$ cat config.mk
export PLATFORM = sky130hd
export DESIGN_NAME = alu_issue_arbiter_flat
export DESIGN_NICKNAME = d
export VERILOG_FILES = /design/src/rtl/alu_issue_arbiter_if.sv /design/src/rtl/alu_issue_arbiter.sv /design/src/flat_wrapper.sv
export SDC_FILE = /design/constraint.sdc
export NUM_CORES = 1
export LEC_CHECK = 0
export CAP_MARGIN = 20
export CORE_AREA = 2 2 292 294
export CTS_BUF_LIST = sky130_fd_sc_hd__clkbuf_4 sky130_fd_sc_hd__clkbuf_8 sky130_fd_sc_hd__clkbuf_16
export DETAILED_ROUTE_END_ITERATION = 16
export DIE_AREA = 0 0 294 296
export PLACE_DENSITY = 0.51
export SYNTH_ARGS = -nofsm -noshare
export SYNTH_HDL_FRONTEND = slang
export SYNTH_SLANG_ARGS = --single-unit
$ cat constraint.sdc
create_clock -name clock -period 7.3 [get_ports clock]
set_input_delay 2.19 -clock clock [delete_from_list [all_inputs] [get_ports clock]]
set_output_delay 2.19 -clock clock [all_outputs]
set_load 0.02 [all_outputs]
$ cat src/rtl/alu_issue_arbiter_if.sv
// Shared types and the issue/CDB bundle for the ALU issue arbiter.
//   alu_issue_arbiter_pkg : ALU op packet and select/function encodings
//   alu_issue_arbiter_if  : per-port requests and grants, CDB result handshake
//     slave  modport - the arbiter (consumes requests, drives the CDB)
//     master modport - reservation stations and the CDB consumer

package alu_issue_arbiter_pkg;

  localparam int unsigned DATA_W = 32;

  typedef enum logic [3:0] {
    ALU_ADD  = 4'd0,
    ALU_SUB  = 4'd1,
    ALU_SLT  = 4'd2,
    ALU_SLTU = 4'd3,
    ALU_AND  = 4'd4,
    ALU_OR   = 4'd5,
    ALU_XOR  = 4'd6,
    ALU_SLL  = 4'd7,
    ALU_SRL  = 4'd8,
    ALU_SRA  = 4'd9
  } alu_func_t;

  typedef enum logic [1:0] {
    OPA_IS_RS1  = 2'd0,
    OPA_IS_NPC  = 2'd1,
    OPA_IS_PC   = 2'd2,
    OPA_IS_ZERO = 2'd3
  } opa_sel_t;

  typedef enum logic [1:0] {
    OPB_IS_RS2   = 2'd0,
    OPB_IS_I_IMM = 2'd1,
    OPB_IS_U_IMM = 2'd2
  } opb_sel_t;

  typedef struct packed {
    logic [DATA_W-1:0] rs1_value;
    logic [DATA_W-1:0] rs2_value;
    logic [DATA_W-1:0] pc;
    logic [DATA_W-1:0] npc;
    logic [DATA_W-1:0] inst;
    opa_sel_t          opa_sel;
    opb_sel_t          opb_sel;
    alu_func_t         alu_func;
  } alu_packet_t;

endpackage

interface alu_issue_arbiter_if
  import alu_issue_arbiter_pkg::*;
#(
  parameter int unsigned NUM_REQ = 4,
  parameter int unsigned TAG_W   = 6
) ();

  logic [NUM_REQ-1:0]                 req_valid;
  alu_packet_t [NUM_REQ-1:0]          req_packet;
  logic [NUM_REQ-1:0][TAG_W-1:0]      req_tag;
  logic [NUM_REQ-1:0]                 req_grant;
  logic                               cdb_valid;
  logic                               cdb_ready;
  logic [TAG_W-1:0]                   cdb_tag;
  logic [DATA_W-1:0]                  cdb_result;

  modport slave (
    input  req_valid, req_packet, req_tag, cdb_ready,
    output req_grant, cdb_valid, cdb_tag, cdb_result
  );

  modport master (
    output req_valid, req_packet, req_tag, cdb_ready,
    input  req_grant, cdb_valid, cdb_tag, cdb_result
  );

endinterface

$ cat src/rtl/alu_issue_arbiter.sv
// Round-robin arbiter sharing one ALU among NUM_REQ issue ports.
// Granted op -> stage 1 (issue register) -> ALU -> stage 2 (result register)
// -> CDB valid/ready handshake. Flush squashes both stages.
//   clock, reset_n : clock, asynchronous active-low reset
//   flush          : synchronous squash of in-flight ops
//   bus            : requests/grants and CDB result (slave side)
//   busy           : an op is held in either stage

module alu_issue_arbiter
  import alu_issue_arbiter_pkg::*;
#(
  parameter int unsigned NUM_REQ = 4,
  parameter int unsigned TAG_W   = 6
) (
  input  logic                clock,
  input  logic                reset_n,
  input  logic                flush,
  alu_issue_arbiter_if.slave  bus,
  output logic                busy
);

  localparam int unsigned PTR_W = $clog2(NUM_REQ);

  logic [PTR_W-1:0]   rr_ptr;
  logic               s1_valid;
  alu_packet_t        s1_packet;
  logic [TAG_W-1:0]   s1_tag;
  logic               s2_valid;
  logic [DATA_W-1:0]  s2_result;
  logic [TAG_W-1:0]   s2_tag;

  logic               adv1_c;
  logic               adv2_c;
  logic [NUM_REQ-1:0] grant_c;
  logic [PTR_W-1:0]   grant_idx_c;
  logic               grant_hit_c;
  logic [PTR_W-1:0]   cand_c;
  logic [PTR_W-1:0]   rr_next_c;
  logic [DATA_W-1:0]  alu_result_c;

  // Advance chain: a draining CDB frees stage 2, which frees stage 1 in the same cycle
  assign adv2_c = !s2_valid || bus.cdb_ready;
  assign adv1_c = !s1_valid || adv2_c;

  // Round-robin search starting at rr_ptr; first hit wins
  always_comb begin
    grant_c     = '0;
    grant_idx_c = '0;
    grant_hit_c = 1'b0;
    cand_c      = '0;
    if (reset_n && adv1_c && !flush) begin
      for (int unsigned i = 0; i < NUM_REQ; i++) begin
        cand_c = PTR_W'((32'(rr_ptr) + i) % NUM_REQ);
        if (!grant_hit_c && bus.req_valid[cand_c]) begin
          grant_hit_c     = 1'b1;
          grant_idx_c     = cand_c;
          grant_c[cand_c] = 1'b1;
        end
      end
    end
  end

  assign rr_next_c = (grant_idx_c == PTR_W'(NUM_REQ - 1)) ? '0 : grant_idx_c + PTR_W'(1);

  alu_issue_arbiter_alu u_alu (
    .packet (s1_packet),
    .result (alu_result_c)
  );

  // Pipeline state; flush empties both stages but leaves rr_ptr alone
  always_ff @(posedge clock or negedge reset_n) begin
    if (!reset_n) begin
      rr_ptr    <= '0;
      s1_valid  <= 1'b0;
      s1_packet <= '0;
      s1_tag    <= '0;
      s2_valid  <= 1'b0;
      s2_result <= '0;
      s2_tag    <= '0;
    end else if (flush) begin
      s1_valid <= 1'b0;
      s2_valid <= 1'b0;
    end else begin
      if (adv1_c) begin
        s1_valid <= grant_hit_c;
        if (grant_hit_c) begin
          s1_packet <= bus.req_packet[grant_idx_c];
          s1_tag    <= bus.req_tag[grant_idx_c];
          rr_ptr    <= rr_next_c;
        end
      end
      if (adv2_c) begin
        s2_valid <= s1_valid;
        if (s1_valid) begin
          s2_result <= alu_result_c;
          s2_tag    <= s1_tag;
        end
      end
    end
  end

  assign bus.req_grant  = grant_c;
  assign bus.cdb_valid  = s2_valid;
  assign bus.cdb_tag    = s2_tag;
  assign bus.cdb_result = s2_result;
  assign busy           = s1_valid || s2_valid;

endmodule

// Combinational ALU: operand selection followed by the function unit
module alu_issue_arbiter_alu
  import alu_issue_arbiter_pkg::*;
(
  input  alu_packet_t        packet,
  output logic [DATA_W-1:0]  result
);

  logic [DATA_W-1:0] opa_c;
  logic [DATA_W-1:0] opb_c;
  logic              unused_inst;

  // Opcode/rd bits are decoded upstream; only the immediate fields matter here
  assign unused_inst = ^packet.inst[11:0];

  always_comb begin
    opa_c = '0;
    opb_c = '0;
    case (packet.opa_sel)
      OPA_IS_RS1: opa_c = packet.rs1_value;
      OPA_IS_NPC: opa_c = packet.npc;
      OPA_IS_PC:  opa_c = packet.pc;
      default:    opa_c = '0;
    endcase
    case (packet.opb_sel)
      OPB_IS_RS2:   opb_c = packet.rs2_value;
      OPB_IS_I_IMM: opb_c = {{20{packet.inst[31]}}, packet.inst[31:20]};
      OPB_IS_U_IMM: opb_c = {packet.inst[31:12], 12'b0};
      default:      opb_c = '0;
    endcase
  end

  always_comb begin
    result = '0;
    case (packet.alu_func)
      ALU_ADD:  result = opa_c + opb_c;
      ALU_SUB:  result = opa_c - opb_c;
      ALU_SLT:  result = {31'b0, ($signed(opa_c) < $signed(opb_c))};
      ALU_SLTU: result = {31'b0, (opa_c < opb_c)};
      ALU_AND:  result = opa_c & opb_c;
      ALU_OR:   result = opa_c | opb_c;
      ALU_XOR:  result = opa_c ^ opb_c;
      ALU_SLL:  result = opa_c << opb_c[4:0];
      ALU_SRL:  result = opa_c >> opb_c[4:0];
      ALU_SRA:  result = DATA_W'($signed(opa_c) >>> opb_c[4:0]);
      default:  result = '0;
    endcase
  end

endmodule

$ cat src/flat_wrapper.sv
// flat-port wrapper written by rule: the top's interface ports become plain ports
module alu_issue_arbiter_flat import alu_issue_arbiter_pkg::*;
#(
  parameter int unsigned NUM_REQ = 4,
  parameter int unsigned TAG_W   = 6
)
  (clock, reset_n, flush, busy, bus_req_valid, bus_req_packet, bus_req_tag, bus_cdb_ready, bus_req_grant, bus_cdb_valid, bus_cdb_tag, bus_cdb_result);
  alu_issue_arbiter_if #(.NUM_REQ(NUM_REQ), .TAG_W(TAG_W)) bus_i ();
  input  logic clock;
  input  logic reset_n;
  input  logic flush;
  output logic busy;
  input wire logic [$bits(bus_i.req_valid)-1:0] bus_req_valid;
  input wire logic [$bits(bus_i.req_packet)-1:0] bus_req_packet;
  input wire logic [$bits(bus_i.req_tag)-1:0] bus_req_tag;
  input wire logic [$bits(bus_i.cdb_ready)-1:0] bus_cdb_ready;
  output wire logic [$bits(bus_i.req_grant)-1:0] bus_req_grant;
  output wire logic [$bits(bus_i.cdb_valid)-1:0] bus_cdb_valid;
  output wire logic [$bits(bus_i.cdb_tag)-1:0] bus_cdb_tag;
  output wire logic [$bits(bus_i.cdb_result)-1:0] bus_cdb_result;
  assign bus_i.req_valid = bus_req_valid;
  assign bus_i.req_packet = bus_req_packet;
  assign bus_i.req_tag = bus_req_tag;
  assign bus_i.cdb_ready = bus_cdb_ready;
  assign bus_req_grant = bus_i.req_grant;
  assign bus_cdb_valid = bus_i.cdb_valid;
  assign bus_cdb_tag = bus_i.cdb_tag;
  assign bus_cdb_result = bus_i.cdb_result;
  alu_issue_arbiter #(.NUM_REQ(NUM_REQ), .TAG_W(TAG_W)) u_core (.clock(clock), .reset_n(reset_n), .flush(flush), .bus(bus_i), .busy(busy));
endmodule
# Yosys cells after proc, flatten, opt, wreduce, memory -nomap -nowiden
# Index checks and enable logic that the tools add are counted.
# op_classes
n_addsub	6
n_lt_le_gt_ge	11
n_eq_ne	14
shifts	3
muxes	49
bitwise_logic	7
n_reduce_logical	25
# op_table
op	count
binary-select mux 168 bit (select 2 bit)	1
case mux 32 bit (10 select lines)	1
case mux 32 bit (3 select lines)	2
2-to-1 mux 168 bit	1
less-than comparator 32 bit	2
adder 32 bit	1
AND 32 bit	1
2-to-1 mux 4 bit	8
OR 32 bit	1
<< shifter 32 x 5 -> 32 bit	1
>> shifter 32 x 5 -> 32 bit	1
>>> shifter 32 x 5 -> 32 bit	1
subtractor 32 bit	1
bitwise XOR 32 bit	1
2-to-1 mux 1 bit	20
equality test 4 x 3 -> 1 bit (second input constant)	4
less-than comparator 2 x 3 -> 1 bit (second input constant)	5
binary-select mux 6 bit (select 2 bit)	1
2-to-1 mux 2 bit	6
OR 4 bit	3
logical AND 1 bit	9
binary-select mux 1 bit (select 2 bit)	4
demux 1 bit (select 2 bit)	4
equality test 4 x 2 -> 1 bit (second input constant)	2
15 further kinds	34
# word_totals
reg_bits	216
in_bits	704
output_inout_bits	44
elab_cells	129

# Logic depth before layout (Yosys ltp)
# logic_depth
ltp_word	20
ltp_mapped	19
ltp_nobuf	16

# By module
# Synthesis repeated with hierarchy kept, for this count alone.
# unflattened
cells_unflattened	2611
area_unflattened_um2	23845.4
# modules_own_cells
module	n_inst	cells_each	area_per_inst_um2	seq_area_each_um2
alu_issue_arbiter	1	1123	13942.1	5405.2
alu_issue_arbiter_alu	1	1488	9903.2	0.0

# Least setup slack after synthesis
# No wires, ideal clock.
# synth_path
path_kind	input-to-output
start	input bus_req_valid[2]
end	output bus_req_grant[0]
arrival_ns	3.618
required_time_ns	5.110
setup_slack_ns	1.492
cell_stages	7
n_path_buf	1
path_cell_list	buf_2 > mux4_2 > nor2b_4 > a22oi_1 > nor2_1 > a221oi_1 > nor2_1
# synth_via
elab_chain_len	16
word_cells_on_any_way	31
classes_between	22 x mux; 3 x bitwise; 6 x reduce/logical
# synth_rtl
element	line	text
from (decl)	flat_wrapper.sv:13	input wire logic [$bits(bus_i.req_valid)-1:0] bus_req_valid;
binary-select mux 1 bit (select 2 bit)	alu_issue_arbiter.sv:54	if (!grant_hit_c && bus.req_valid[cand_c]) begin
2-to-1 mux 1 bit (implied by the code)	alu_issue_arbiter.sv:54	
2-to-1 mux 1 bit	alu_issue_arbiter.sv:54	
2-to-1 mux 1 bit	alu_issue_arbiter.sv:51	if (reset_n && adv1_c && !flush) begin
zero test 1 bit	alu_issue_arbiter.sv:54	
logical AND 1 bit	alu_issue_arbiter.sv:54	
2-to-1 mux 1 bit	alu_issue_arbiter.sv:54	
2-to-1 mux 1 bit	alu_issue_arbiter.sv:51	
zero test 1 bit	alu_issue_arbiter.sv:54	
logical AND 1 bit	alu_issue_arbiter.sv:54	
2-to-1 mux 1 bit	alu_issue_arbiter.sv:54	
2-to-1 mux 1 bit	alu_issue_arbiter.sv:51	
zero test 1 bit	alu_issue_arbiter.sv:54	
logical AND 1 bit	alu_issue_arbiter.sv:54	
2-to-1 mux 4 bit *	alu_issue_arbiter.sv:54	
2-to-1 mux 4 bit *	alu_issue_arbiter.sv:51	
to (decl)	flat_wrapper.sv:17	output wire logic [$bits(bus_i.req_grant)-1:0] bus_req_grant;
# Mark *: on every way between the ends. The rest lies on a longest branch, timed or not. The select of a mux whose other input is x is not followed.

# Worst setup path after layout
# layout_path
start	input bus_req_valid[1]
end	output bus_req_grant[3]
# Same word-level chain as after synthesis.

==> results.txt <==
Global Route Usage Sum = 28.9%
FILL cells = 9136
Crit end category = output pin
Pwr dens = 440 nW/um2
Hold Slack = 0.481 ns
Sequential share of the synthesized area = 22.4%
Routed wire per std cell = 25.8 um
Clock Skew = 0.0382 ns
Via count = 27100
TritonRoute pass-1 iters = 6
Tcrit/Tclk final = 91.3%
Worst R2R Path Depth = 14
Kind of critical path = in -> out
Final wirelength = 132000 um
Synthesized Nets = 4267
FF-to-FF End = u_core.bus.cdb_result[30]
Worst path bufs/invs = 3
Die X = 294 um
Register area = 5110 um2
Root buffer cell = clkbuf_16
Design area = 31600 um2
Layout area overhead = 38.2%
Setup crit end = bus_req_grant[3]
Critical path startpoint category = input pin
Pin count of the biggest net entering global routing = 202
Total number of yosys warnings = 0
CP cell instances = clkdlybuf4s50_1 -> inv_1 -> and3_1 -> a21oi_1 -> nor3b_1 -> a31oi_1 -> o21ai_0 -> a221oi_1 -> nor2_1 -> buf_4
Clock Latency Late Sink = 0.61 ns
Multi-input gate area = 15900 um2
Final HPWL from detailed placement = 107000 um
TritonCTS buffer count = 28
Fmax = 150 MHz
CP top delay family = buffers and inverters
Core Area = 84200 um2
Minimum clock period = 6.67 ns
Worst-path clk slew = 0.06 ns
Yosys reg bits = 204
Crit-path max cell delay = 0.64 ns
Setup TNS = 0 ns
Setup WS pre-CTS = 0.589 ns
Distinct cells, synth = 91
Final setup vio count = 0
Vias in the first global route = 25400
CP arrival = 4.48 ns
Port Buffers = 699
Final layout net count = 4800
Max_slew headroom = 7.52%
Avg Vias per Cell = 5.30
Post-CTS setup buffer count = 0
Status = finished clean
CTS H-tree depth = 1
Peak VDD IR = 0.279 mV
Pleak = 14.1 nW
Post-CTS sizing = 0
Post-synth EDFFs = 0
Worst path slowest cell = clkdlybuf4s50_1
Mapped Cells = 3456
CP required = 5.11 ns
Final setup margin = 0.632 ns
Clock sinks = 204
Die span in y = 296 um
Share of cells above drive strength 1 = 5.66%
Max Cap Violations = 0
Final max-slew violation count = 0
Hold-fix buffers, CTS = 0
Ys async rst share = 100%
Grt ovf = 0
Routed Antenna Nets = 0
Site Rows = 107
Final hold viol count = 0
Post-Syn Area = 22800 um2
R2r setup slk = 1.93 ns
Initial drt markers = 2757
Initial Utilization = 27.1%
Top_reg_cell synth = dfrtp_1
Overall power = 0.0139 W
TritonCTS clock tree = done
DP Area = 30500 um2
Reg2reg start = u_core.s1_packet[7]
Min-Delay Path Class = reg -> reg
Global-route wire length before repair = 184000 um
Crit-path max FO = 8
Slew @ Worst Pin = 1.35 ns
Crit. path cell count = 10
CP startpoint = bus_req_valid[1]
Avg Inst Size Synth = 6.61 um2
Number of remaining DRC errors = 0
# IOs = 748
Initial antenna violation count = 24
GP Congestion = 0.988
RSZ-0062 raised after global routing = false
Die area = 87000 um2
CTS Buffer Depth = 3
[report_power, final]
part	internal (W)	switching, W	leakage, nW
combinational	0.00353	0.00698	11.0
sequential	0.00152	0.000360	2.57
clock	0.000909	0.000602	0.507
[flip-flops by register name, summed over array words and instances (netlist names)]
| signal | flops |
|---|---|
| u_core.s1_tag | 6 |
| u_core.rr_ptr | 2 |
| u_core.s1_packet | 156 |
| u_core.s1_valid | 1 |
| u_core.bus.cdb_valid | 1 |
| u_core.bus.cdb_tag | 6 |
| u_core.bus.cdb_result | 32 |
[tightest hold or removal path: stages (launching register included)]
cell and delay (ns):
dfrtp_1 0.33, nand2_1 0.05, o21ai_1 0.06
[area by class of cell]
type	count	area share [%]
diodes	9	0.0714
clock buffers	40	2.66
clock inverters	12	0.531
inverters	99	1.18
multi-input cells	2874	50.5
flip-flops and latches	204	16.2
well taps	1090	4.32
repair buffers	782	24.6
[stage by stage]
| step | std cells | util (%) |
|---|---|---|
| 4_1_cts | 5101 | 37.5 |
| 2_1_floorplan | 3456 | - |
| 5_1_grt | 5110 | 37.5 |
| 3_3_place_gp | 5049 | 36.3 |
| 3_5_place_dp | 5049 | 36.3 |
| 6_report | 5110 | 37.5 |
[cell families after synthesis]
| family | Yosys count | synth area share (%) |
|---|---|---|
| simple gates | 1637 | 29.5 |
| compound gates | 935 | 25.3 |
| buf+inv | 378 | 7.98 |
| flops | 204 | 22.4 |
| mux | 170 | 7.98 |
| fa+ha+maj | 107 | 5.93 |
| xor+xnor | 25 | 1.04 |
[layer usage]
| layer | global-route usage [%] | vias to the layer above | share of wire [%] |
|---|---|---|---|
| met1 | 39.5 | 12700 | 44 |
| met3 | 4.01 | 183 | 6.4 |
| met5 | 0 | - | 0.017 |
| li1 | - | 13000 | - |
| met4 | 10.6 | 4 | 3.8 |
| met2 | 46.2 | 1156 | 46 |
[layout by cell type, fill, tap and decap left out, types with 9 or more instances in the layout]
| cell type | n |
|---|---|
| a22oi_1 | 15 |
| or3_1 | 10 |
| o22ai_1 | 19 |
| o221ai_1 | 11 |
| a221oi_1 | 22 |
| buf_12 | 11 |
| a211oi_1 | 27 |
| a32oi_1 | 10 |
| dfrtp_1 | 203 |
| nand2_1 | 1135 |
| xnor2_1 | 20 |
| a21o_1 | 19 |
| ha_1 | 105 |
| a2111oi_0 | 9 |
| o21ai_0 | 100 |
| clkdlybuf4s50_1 | 694 |
| o211ai_1 | 22 |
| mux2_2 | 23 |
| a31oi_1 | 32 |
| clkbuf_16 | 28 |
| o2111ai_1 | 11 |
| or2_2 | 14 |
| nand3_1 | 195 |
| mux2i_1 | 140 |
| nor3_1 | 40 |
| o31ai_1 | 14 |
| o21ai_1 | 333 |
| a21oi_1 | 173 |
| nor2_1 | 180 |
| diode_2 | 9 |
| buf_4 | 76 |
| o2bb2ai_1 | 23 |
| inv_1 | 90 |
[worst min path at each step]
| stage | from | to | slack (ns) | cells past startpoint |
|---|---|---|---|---|
| detailed placement | u_core.s1_packet[138] | u_core.s1_packet[138] | 0.47 | 2 |
| finish | u_core.s1_packet[153] | u_core.s1_packet[153] | 0.48 | 2 |
| CTS | u_core.s1_tag[0] | u_core.bus.cdb_tag[0] | 0.48 | 1 |
| global placement | u_core.s1_packet[147] | u_core.s1_packet[147] | 0.47 | 2 |
| global route | u_core.s1_packet[119] | u_core.s1_packet[119] | 0.51 | 2 |
| floorplan | u_core.s1_tag[0] | u_core.s1_tag[0] | 0.45 | 2 |
[cells in the mapped netlist (all sizes together) (8+ instances only)]
library cell / instances / area [um2]
o21ai: 434 / 2180
nand2: 1135 / 4260
or3: 10 / 62.6
nor2: 186 / 743
o211ai: 24 / 190
o2111ai: 11 / 96.3
dfrtp: 204 / 5100
nand3: 196 / 986
o221ai: 11 / 96.3
clkbuf: 141 / 529
a21oi: 173 / 866
a2111oi: 11 / 109
o31ai: 17 / 143
and3: 8 / 50.1
a211oi: 29 / 228
o22ai: 20 / 131
o2bb2ai: 29 / 292
a221oi: 22 / 193
a311oi: 8 / 76.3
nor3: 40 / 200
mux2i: 142 / 1450
a31oi: 32 / 200
inv: 96 / 360
buf: 138 / 921
or2: 17 / 106
nand2b: 8 / 50.1
a21o: 19 / 143
a22oi: 15 / 113
xnor2: 21 / 203
mux2: 23 / 259
ha: 105 / 1310
a32oi: 10 / 87.6
(Power assumes the default switching activity.)
